### src/rtl/jvm_micro_sequencer.sv
// jvm_micro_sequencer: walks an external microcode table per JVM opcode and emits instruction ids with handshake
module jvm_micro_sequencer #(
  parameter int OP_W      = 8,
  parameter int ADR_W     = 9,
  parameter int INST_W    = 7,
  parameter int MAX_STEPS = 32
) (
  input  logic              clk,
  input  logic              rst,
  input  logic              op_valid,
  output logic              op_ready,
  input  logic [OP_W-1:0]   opcode,
  input  logic              flush,
  output logic [ADR_W-1:0]  tbl_adr,
  input  logic [INST_W-1:0] tbl_inst,
  input  logic [ADR_W-1:0]  tbl_next,
  output logic              inst_valid,
  input  logic              inst_ready,
  output logic [INST_W-1:0] inst_id,
  output logic              inst_last,
  output logic              err,
  output logic [1:0]        err_code,
  output logic [7:0]        step_cnt
);
  typedef enum logic [1:0] {IDLE, RUN, ERR} state_t;
  state_t state_q, state_d;
  logic [ADR_W-1:0] adr_q, adr_d;
  logic [7:0] step_q, step_d, step_inc;
  logic [1:0] code_q, code_d;
  logic bad, hs;
  // An all-ones id marks an unmapped table entry and suppresses the emit.
  assign bad        = state_q == RUN && &tbl_inst;
  assign op_ready   = state_q == IDLE;
  assign inst_valid = state_q == RUN && !bad;
  assign inst_last  = state_q == RUN && tbl_next == '0;
  assign inst_id    = tbl_inst;
  assign hs         = inst_valid && inst_ready;
  assign step_inc   = step_q + 8'd1;
  assign tbl_adr    = adr_q;
  assign step_cnt   = step_q;
  assign err        = state_q == ERR;
  assign err_code   = code_q;
  always_comb begin
    state_d = state_q;
    adr_d   = adr_q;
    step_d  = step_q;
    code_d  = code_q;
    if (flush) begin
      state_d = IDLE;
      step_d  = '0;
      code_d  = '0;
    end else if (state_q == IDLE && op_valid) begin
      state_d = RUN;
      adr_d   = {{(ADR_W-OP_W){1'b0}}, opcode};
      step_d  = '0;
    end else if (bad) begin
      state_d = ERR;
      code_d  = 2'b01;
    end else if (hs) begin
      step_d = step_inc;
      if (inst_last) state_d = IDLE;
      else if (step_inc == 8'(MAX_STEPS)) begin
        state_d = ERR;
        code_d  = 2'b10;
      end else adr_d = tbl_next;
    end
  end
  always_ff @(posedge clk) begin
    if (rst) begin
      state_q <= IDLE;
      adr_q   <= '0;
      step_q  <= '0;
      code_q  <= '0;
    end else begin
      state_q <= state_d;
      adr_q   <= adr_d;
      step_q  <= step_d;
      code_q  <= code_d;
    end
  end
endmodule

### config.mk
export PLATFORM = sky130hd
export DESIGN_NAME = jvm_micro_sequencer
export DESIGN_NICKNAME = d
export VERILOG_FILES = /design/src/rtl/jvm_micro_sequencer.sv
export SDC_FILE = /design/constraint.sdc
export NUM_CORES = 1
export LEC_CHECK = 0
export BUFFER_PORTS_ARGS = -buffer_cell sky130_fd_sc_hd__buf_2
export CAP_MARGIN = 25
export CORE_MARGIN = 4
export CORE_UTILIZATION = 46
export DETAILED_ROUTE_END_ITERATION = 10
export PLACE_DENSITY = 0.87
export SETUP_SLACK_MARGIN = 0.02
export SLEW_MARGIN = 10
export SYNTH_ARGS = -nofsm -noshare
export SYNTH_HDL_FRONTEND = slang
export SYNTH_SLANG_ARGS = --single-unit
export TNS_END_PERCENT = 10
### constraint.sdc
create_clock -name clk -period 2.5 [get_ports clk]
set_input_delay 0.25 -clock clk [delete_from_list [all_inputs] [get_ports clk]]
set_output_delay 0.25 -clock clk [all_outputs]
set_load 0.02 [all_outputs]
### After elaboration in Yosys (flattened, before gate mapping)

Index checks and enable logic that the tools add are counted.

* logic and storage cells: 51
* register bits after elaboration: 21
* input port bits: 29
* output and inout bits: 30

* eq/ne operators: 7
* $add $sub $neg: 1
* mux-type cells: 13
* reduce and logical (&&, ||, !) cells: 22
* bitwise operators: 3

Operators by type and width (number)
* 9-bit 2-to-1 mux: 5
* 2-bit 2-to-1 mux: 7
* 9-bit zero test: 1
* 8-bit by 1-bit adder with 8-bit output (second input constant): 1
* 8-bit by 6-bit == test with 1-bit output (second input constant): 1
* 7-bit AND reduction: 1
* 2-bit by 1-bit != test with 1-bit output (second input constant): 3
* 2-bit AND reduction: 3
* 2-bit nonzero test: 3
* 3-bit nonzero test: 2
* 1-bit logical AND: 5
* 5-bit AND reduction: 1
* 4-bit AND reduction: 1
* 4-bit nonzero test: 1
* 1-bit inverter: 3
* 3-bit OR reduction: 1
* 2-bit by 1-bit == test with 1-bit output (second input constant): 1
* 2-bit == test (second input constant): 1
* 2-bit zero test: 1
* 2-bit != test (second input constant): 1
* 2-bit OR reduction: 1
* 1-bit zero test: 1
* 1-bit 2-to-1 mux: 1

### Logic depth before layout (Yosys ltp)

Gate-level depths: netlist (run 1).

* depth in word-level cells: 8
* mapped depth: 9
* depth with buffers taken out: 7

### Worst setup path before layout (run 1)

OpenSTA, ideal clock, no wires.

* kind: reg2reg
* start: reg step_q[0], in the netlist step_cnt[0]
* end: reg adr_q[0], in the netlist tbl_adr[0]
* clock period less this slack: 1999 ps
* slack: 501 ps
* stages on the path, launching flop included: 10
* required time: 2385 ps
* setup time: 115 ps
* arrival: 1885 ps
* path buffers: 2
* cells stage by stage: dfxtp_1 > ha_1 > nand4_1 > or2_1 > a22oi_2 > o21a_1 > buf_6 > buf_8 > nor2_1 > o21a_1

* longest elaborated chain between the ends: 4

RTL lines
* from (decl): line 28 `logic [7:0] step_q, step_d, step_inc;`
* from (signal assigned): line 77 `step_q <= step_d;`
* 8-bit by 1-bit adder with 8-bit output: line 38 `assign step_inc = step_q + 8'd1;`
* 8-bit by 6-bit == test with 1-bit output: line 62 `else if (step_inc == 8'(MAX_STEPS)) begin`
* 2-bit != test (no source line)
* 5-bit AND reduction (no source line)
* to (signal assigned): line 76 `adr_q <= adr_d;`
* to (decl): line 27 `logic [ADR_W-1:0] adr_q, adr_d;`

No other way between the ends.
A chain may end at the register's enable or synchronous reset.

### Final worst setup path (run 1)

* start: reg step_q[0], in the netlist step_cnt[0]
* end: reg adr_q[2], in the netlist tbl_adr[2]

Same word-level chain as after synthesis.

==> key figures, run 1 <==
Layout
  • Leading cell types in the layout, fill and taps excluded: buf_2 (58), nand2_1 (40), nor2_1 (23)
  • Post-Layout Cell Count: 251
  • Synth-to-layout area growth: 20.43%
  • Layout cells sized above 1: 30.77%
  • Antenna fix cells: 0
  • Commonest non-fill, non-tap cell in the layout: buf_2
  • Nets: 253

Route
  • Drt drc: 0
  • Drt wl/cell: 12.63 um
  • TritonRoute pass-1 iters: 5
  • Vias: 1303
  • Routed Antenna Nets: 0
  • Via-per-instance ratio: 5.191
  • Final WL: 3170 um
  • DRT iter0 DRCs: 47

Synth
  • Post-Synth Simple-Gate Area: 33.11%
  • EDFF count, synth: 0
  • Avg Inst Size Synth: 7.558 sq um
  • Ys async rst share: 0%
  • Sequential area share after synthesis: 32.53%
  • Cells after Synth: 171
  • Synthesis warning total: 0
  • Syn Std Cell Area: 1292 sq um
  • Ys flop type: dfxtp_1
  • Xor/xnor cell area share of the yosys netlist: 4.743%
  • Synth Area in Compound Gates: 18.88%
  • Seq cells post-synth: 21
  • Post-Syn Nets: 202
  • Largest family of logic cells by synthesized area: simple AND/OR/NAND/NOR gates
  • Synth cell types: 39
  • Post-Synth Adder-Cell Area: 1.936%
  • Mux contribution to synthesized area: 0%

Clock network
  • Post-CTS setup repair buffer count: 0
  • CTS root buffer: clkbuf_4
  • # H-tree levels: 1
  • Num CTS Buffers: 3
  • Clock Sinks: 21
  • Clock tree buffer depth: 2
  • Latest clock arrival within the worst-skew pair: 0.31 ns
  • CTS clock-pin slew for the worst setup and hold paths: 0.13 ns
  • Hold_buf cts: 0
  • TritonCTS clock tree: yes
  • Post-CTS Resized: 0

Hold path
  • Worst hold path class: input port to flop
  • Hold EP: tbl_adr[8]
  • Hold path cells: 2
  • Worst hold start: rst

Setup path
  • R2R Setup Slk: 0.49 ns
  • R2R depth: 8
  • Critical path required time: 2.71 ns
  • Startpoint types: flop
  • CP Capture Type: flop
  • Crit Path Class: flop to flop
  • Crit-path max FO: 18
  • RR Startpoint: step_cnt[0]
  • Arr. time, crit path: 2.22 ns
  • R2r endpoint: tbl_adr[2]

Place
  • IO Port Bufs: 58
  • Cell total after placement: 247
  • HPWL Detailed: 2476 um
  • DP Worst Slack: 0.5333 ns
  • Routability Congestion: 0.7865

Timing
  • Tcrit/Tclk final: 80.43%
  • Setup TNS Final: 0 ns
  • Slew of the pin with the lowest slew margin: 0.5812 ns
  • Worst Setup Slack, final: 0.4894 ns
  • Layout Skew: 0.01612 ns
  • Final min period: 2.011 ns
  • Final setup viols: 0
  • Final count of hold timing violations: 0
  • Slew Viols, Final: 0
  • Max Clk Rate: 497.4 MHz
  • Max_slew headroom: 61.11%
  • RSZ-0062 raised after global routing: false

Global route
  • GRT Overall Usage: 17.50%
  • Gr ovfl total: 0
  • First-pass GRT wire length: 4933 um
  • Initial antenna violation count: 0
  • Number of global-route vias before repair: 1163
  • Largest net degree at the start of global routing: 19

Floorplan
  • Die Width: 61.01 um
  • Ports: 59
  • FP Rows: 18
  • Die Y: 61.01 um
  • Die area: 3722 sq um
  • Initial core utilization: 50.34%
  • Area of the core: 2567 sq um

Power and ir drop
  • Power per cell area: 407.3 nW/um^2
  • VDD IR max: 0.3701 mV
  • LEAKAGE: 0.7704 nW

Status
  • Status: completed

Job
  • Max-cap violations: 0
==> Yosys cell counts, types with 2 or more instances <==
cell / n / area [sq um]
inv_1: 4 / 15.01
nor4_1: 3 / 18.77
a22o_1: 8 / 70.07
nand3_1: 5 / 25.02
nor2_1: 23 / 86.33
nand4_1: 4 / 25.02
o21ai_0: 2 / 10.01
nand2_1: 40 / 150.1
xor2_1: 6 / 52.55
o21a_1: 9 / 67.56
nand2b_1: 2 / 12.51
buf_4: 8 / 60.06
a21oi_1: 6 / 30.03
nor3_1: 3 / 15.01
dfxtp_1: 21 / 420.4
ha_1: 2 / 25.02
and2_1: 2 / 12.51
clkbuf_1: 2 / 7.510
==> final cells by class <==
cell class                      instances  area, sq um
Inverter                                4        15.01
Fill cell                             248         1011
Sequential cell                        21        420.4
Tap cell                               30        37.54
Clock buffer                            3        22.52
Multi-Input combinational cell        133        758.2
Timing Repair Buffer                   59        297.8
Clock inverter                          1        5.005
==> logic make-up (layout without fill, tap and decap cells) <==
| logic type | Yosys count | after routing |
|---|---|---|
| AOI/OAI and AO/OA | 32 | 32 |
| xor gates and xnor gates | 7 | 7 |
| adders and majority gates | 2 | 2 |
| buffers and inverters | 17 | 67 |
| DFF | 21 | 21 |
| and+or+nand+nor | 92 | 92 |
==> metrics by stage <==
step	util (%)	area, sq um	hold WS, ns	total power, mW
6_report	60.62	1556	0.1167	0.6339
5_1_grt	60.62	1556	0.1056	0.6652
4_1_cts	60.62	1556	0.1042	0.6412
3_5_place_dp	59.55	1529	0.4491	0.4767
3_3_place_gp	59.55	1529	0.4451	0.4752
2_1_floorplan	-	1292	0.3191	0.4345
==> per-layer routing <==
| metal | track usage (%) | vias to the layer above | part of all wire [%] | wire (um) |
|---|---|---|---|---|
| met2 | 29.92 | 33 | 51 | 1607 |
| met3 | 3.830 | 2 | 5.9 | 186 |
| li1 | - | 677 | - | - |
| met1 | 22.21 | 591 | 43 | 1349 |
| met4 | 4.644 | 0 | 0.85 | 27 |
| met5 | 0 | - | 0 | 0 |
==> report_power, final <==
part           internal, mW  leakage [nW]  switching (mW)
Clock                0.0598        0.0177           0.105
Combinational        0.0494         0.582          0.0725
Sequential            0.343         0.170         0.00439
==> critical path: stages, from the launching register on <==
cell and delay, ns:
dfxtp_1 0.45, ha_1 0.28, nand4_1 0.13, nor4_1 0.19, a21oi_1 0.10, o21a_1 0.20
buf_4 0.19, a22o_1 0.21, o21a_1 0.18
==> flip-flops by register name, indices dropped and copies added, names as in the netlist <==
name,count
step_cnt,8
state_q,2
tbl_adr,9
err_code,2
==> how the worst max path moves through the flow <==
stage / start / to / slack, ns
2_1_floorplan: step_cnt[0] / tbl_adr[0] / 0.50
3_3_place_gp: step_cnt[0] / tbl_adr[7] / 0.57
3_5_place_dp: step_cnt[0] / tbl_adr[2] / 0.53
4_1_cts: step_cnt[0] / tbl_adr[2] / 0.50
5_1_grt: step_cnt[1] / tbl_adr[3] / 0.25
6_report: step_cnt[0] / tbl_adr[2] / 0.49
Power figures use the tool's default switching activity.
==> run 2: changes to the inputs <==
--- a/config.mk
+++ b/config.mk
@@ -8,9 +8,9 @@
 export BUFFER_PORTS_ARGS = -buffer_cell sky130_fd_sc_hd__buf_2
 export CAP_MARGIN = 25
 export CORE_MARGIN = 4
-export CORE_UTILIZATION = 46
+export CORE_UTILIZATION = 42
 export DETAILED_ROUTE_END_ITERATION = 10
-export PLACE_DENSITY = 0.87
+export PLACE_DENSITY = 0.84
 export SETUP_SLACK_MARGIN = 0.02
 export SLEW_MARGIN = 10
 export SYNTH_ARGS = -nofsm -noshare
==> constraint.sdc (replaced) <==
create_clock -name clk -period 1.8 [get_ports clk]
set_input_delay 0.18 -clock clk [delete_from_list [all_inputs] [get_ports clk]]
set_output_delay 0.18 -clock clk [all_outputs]
set_load 0.02 [all_outputs]
==> run 2 against run 1 <==
  * The run now ends with negative setup slack left
  * Final cell count increased by 3.6%
  * Via count rose by 4.2%
  * Sequential share of layout area down 1.4 points
  * Critical path depth unchanged
  * Core utilization is 1.9 points lower
  * Clock skew is 0.011 ns lower
  * Critical endpoint unchanged
==> key figures, run 2 (synthesized netlist as in run 1, its figures left out) <==
Job
  • Max-cap violations: 0 (unchanged)

Power and ir drop
  • Power per cell area: 532.6 nW/um^2 (+31%)
  • VDD IR max: 0.2608 mV (-30%)
  • LEAKAGE: 0.8125 nW (+5.5%)
  • Total Power: 892.2 uW (+41%)

Global route
  • Initial antenna violation count: 0 (unchanged)
  • First-pass GRT wire length: 5789 um (+17%)
  • Gr ovfl total: 0 (unchanged)
  • Number of global-route vias before repair: 1327 (+14%)
  • Largest net degree at the start of global routing: 19 (unchanged)
  • GRT Overall Usage: 17.68% (+0.18 points)

Floorplan
  • Initial core utilization: 45.31% (-5.0 points)
  • Die Width: 63.48 um (+4.0%)
  • Die area: 4029 sq um (+8.3%)
  • Area of the core: 2853 sq um (+11%)
  • Die Y: 63.48 um (+4.0%)
  • Ports: 59 (unchanged)
  • FP Rows: 19 (+1)

Route
  • DRT iter0 DRCs: 96 (+100%)
  • Routed Antenna Nets: 0 (unchanged)
  • Via-per-instance ratio: 5.223 (+0.61%)
  • Drt wl/cell: 13.20 um (+4.5%)
  • Final WL: 3433 um (+8.3%)
  • Drt drc: 0 (unchanged)
  • Vias: 1358 (+4.2%)
  • TritonRoute pass-1 iters: 5 (unchanged)

Setup path
  • Startpoint types: flop
  • Arr. time, crit path: 2.07 ns (-0.15 ns)
  • RR Startpoint: step_cnt[0]
  • R2R Setup Slk: -0.06 ns (-0.55 ns)
  • Critical path required time: 2.01 ns (-0.70 ns)
  • Crit Path Class: flop to flop
  • Crit-path max FO: 18 (unchanged)
  • R2r endpoint: tbl_adr[2]
  • CP Capture Type: flop
  • R2R depth: 8 (unchanged)

Clock network
  • Clock tree buffer depth: 2 (unchanged)
  • Hold_buf cts: 0 (unchanged)
  • Latest clock arrival within the worst-skew pair: 0.30 ns (about the same)
  • CTS root buffer: clkbuf_4
  • # H-tree levels: 1 (unchanged)
  • Clock Sinks: 21 (unchanged)
  • TritonCTS clock tree: yes
  • Num CTS Buffers: 3 (unchanged)
  • CTS clock-pin slew for the worst setup and hold paths: 0.12 ns (about the same)

Timing
  • Layout Skew: 0.005591 ns (-0.01053 ns)
  • RSZ-0062 raised after global routing: true
  • Final setup viols: 8 (+8)
  • Tcrit/Tclk final: 103.5% (+23 points)
  • Slew of the pin with the lowest slew margin: 0.5606 ns (-0.02062 ns)
  • Worst Setup Slack, final: -0.06384 ns (-0.5532 ns)
  • Final count of hold timing violations: 0 (unchanged)
  • Max Clk Rate: 536.5 MHz (+7.9%)
  • Setup TNS Final: -0.4170 ns (-0.4170 ns)
  • Slew Viols, Final: 0 (unchanged)
  • Max_slew headroom: 62.49% (+1.4 points)
  • Final min period: 1.864 ns (-0.1468 ns)

Layout
  • Cell area after layout: 1675 sq um (+7.6%)
  • Max reg flops: 9 (unchanged)
  • Nets: 261 (+3.2%)
  • Antenna fix cells: 0 (unchanged)
  • Synth-to-layout area growth: 29.62%
  • Layout cells sized above 1: 36.68% (+5.9 points)
  • Filler Cell Count: 267 (+7.7%)
  • Post-Layout Cell Count: 260 (+3.6%)
  • Leading cell types in the layout, fill and taps excluded: buf_2 (58), nand2_1 (40), nor2_1 (23)
  • Commonest non-fill, non-tap cell in the layout: buf_2

Place
  • Routability Congestion: 0.8345 (+6.1%)
  • HPWL Detailed: 2591 um (+4.6%)
  • IO Port Bufs: 58 (unchanged)
  • Post-DP Area: 1608 sq um (+5.2%)
  • Cell total after placement: 254 (+2.8%)

Hold path
  • Hold EP: tbl_adr[8]
  • Worst hold path class: input port to flop
  • Worst hold start: rst
  • Hold path cells: 2 (unchanged)

Status
  • Status: complete, but fails checks
  • Failing checks: negative setup slack
[run 2: layer usage]
metal | vias up | track usage, % | wire length (um)
met2 | 56 | 29.86 | 1669
met3 | 8 | 4.085 | 243
met5 | - | 0 | 0
li1 | 692 | - | -
met1 | 602 | 20.32 | 1448
met4 | 0 | 9.973 | 71
[run 2: worst max-delay path by stage]
| stage | start | to | depth (start not counted) |
|---|---|---|---|
| floorplan | step_cnt[0] | tbl_adr[0] | 9 |
| global placement | step_cnt[0] | tbl_adr[5] | 8 |
| detailed placement | step_cnt[0] | tbl_adr[2] | 8 |
| CTS | step_cnt[0] | tbl_adr[2] | 8 |
| global route | step_cnt[0] | tbl_adr[2] | 8 |
| finish | step_cnt[0] | tbl_adr[2] | 8 |
[run 2: final cells by class]
| cell class | count | area, sq um | area share [%] |
|---|---|---|---|
| Clock buffer | 4 | 26.28 | 1.568 |
| Inverter | 4 | 15.01 | 0.8962 |
| Multi-Input combinational cell | 133 | 795.8 | 47.50 |
| Sequential cell | 21 | 429.2 | 25.62 |
| Tap cell | 31 | 38.79 | 2.315 |
| Timing Repair Buffer | 67 | 370.4 | 22.11 |
[run 2: metrics by stage]
step	util, %	hold slack (ns)	setup slack, ns
floorplan	-	0.2491	0.03879
global placement	56.36	0.3755	0.05304
detailed placement	56.36	0.3746	-0.02318
CTS	57.76	0.04272	-0.02980
global route	58.73	0.03078	-0.1815
finish	58.73	0.05659	-0.06384
[run 2: power by group]
group | internal, mW | leakage (nW) | total, mW | switching (mW)
clock | 0.0863 | 0.0150 | 0.234 | 0.147
combinational | 0.0749 | 0.625 | 0.179 | 0.104
sequential | 0.473 | 0.172 | 0.480 | 0.00662
[run 2: what timing repair did]
action	4_1_cts	5_1_grt
resized for setup	1	6
pin swaps	0	1
setup buffers	1	1
setup endpoints to repair	8	14
[run 2: worst max-delay path, stage by stage (launching register included)]
cell	delay [ns]
dfxtp_4	0.40
ha_1	0.16
inv_1	0.07
nor4_2	0.26
a21oi_1	0.11
o21a_1	0.23
buf_12	0.15
a22o_1	0.20
o21a_1	0.18
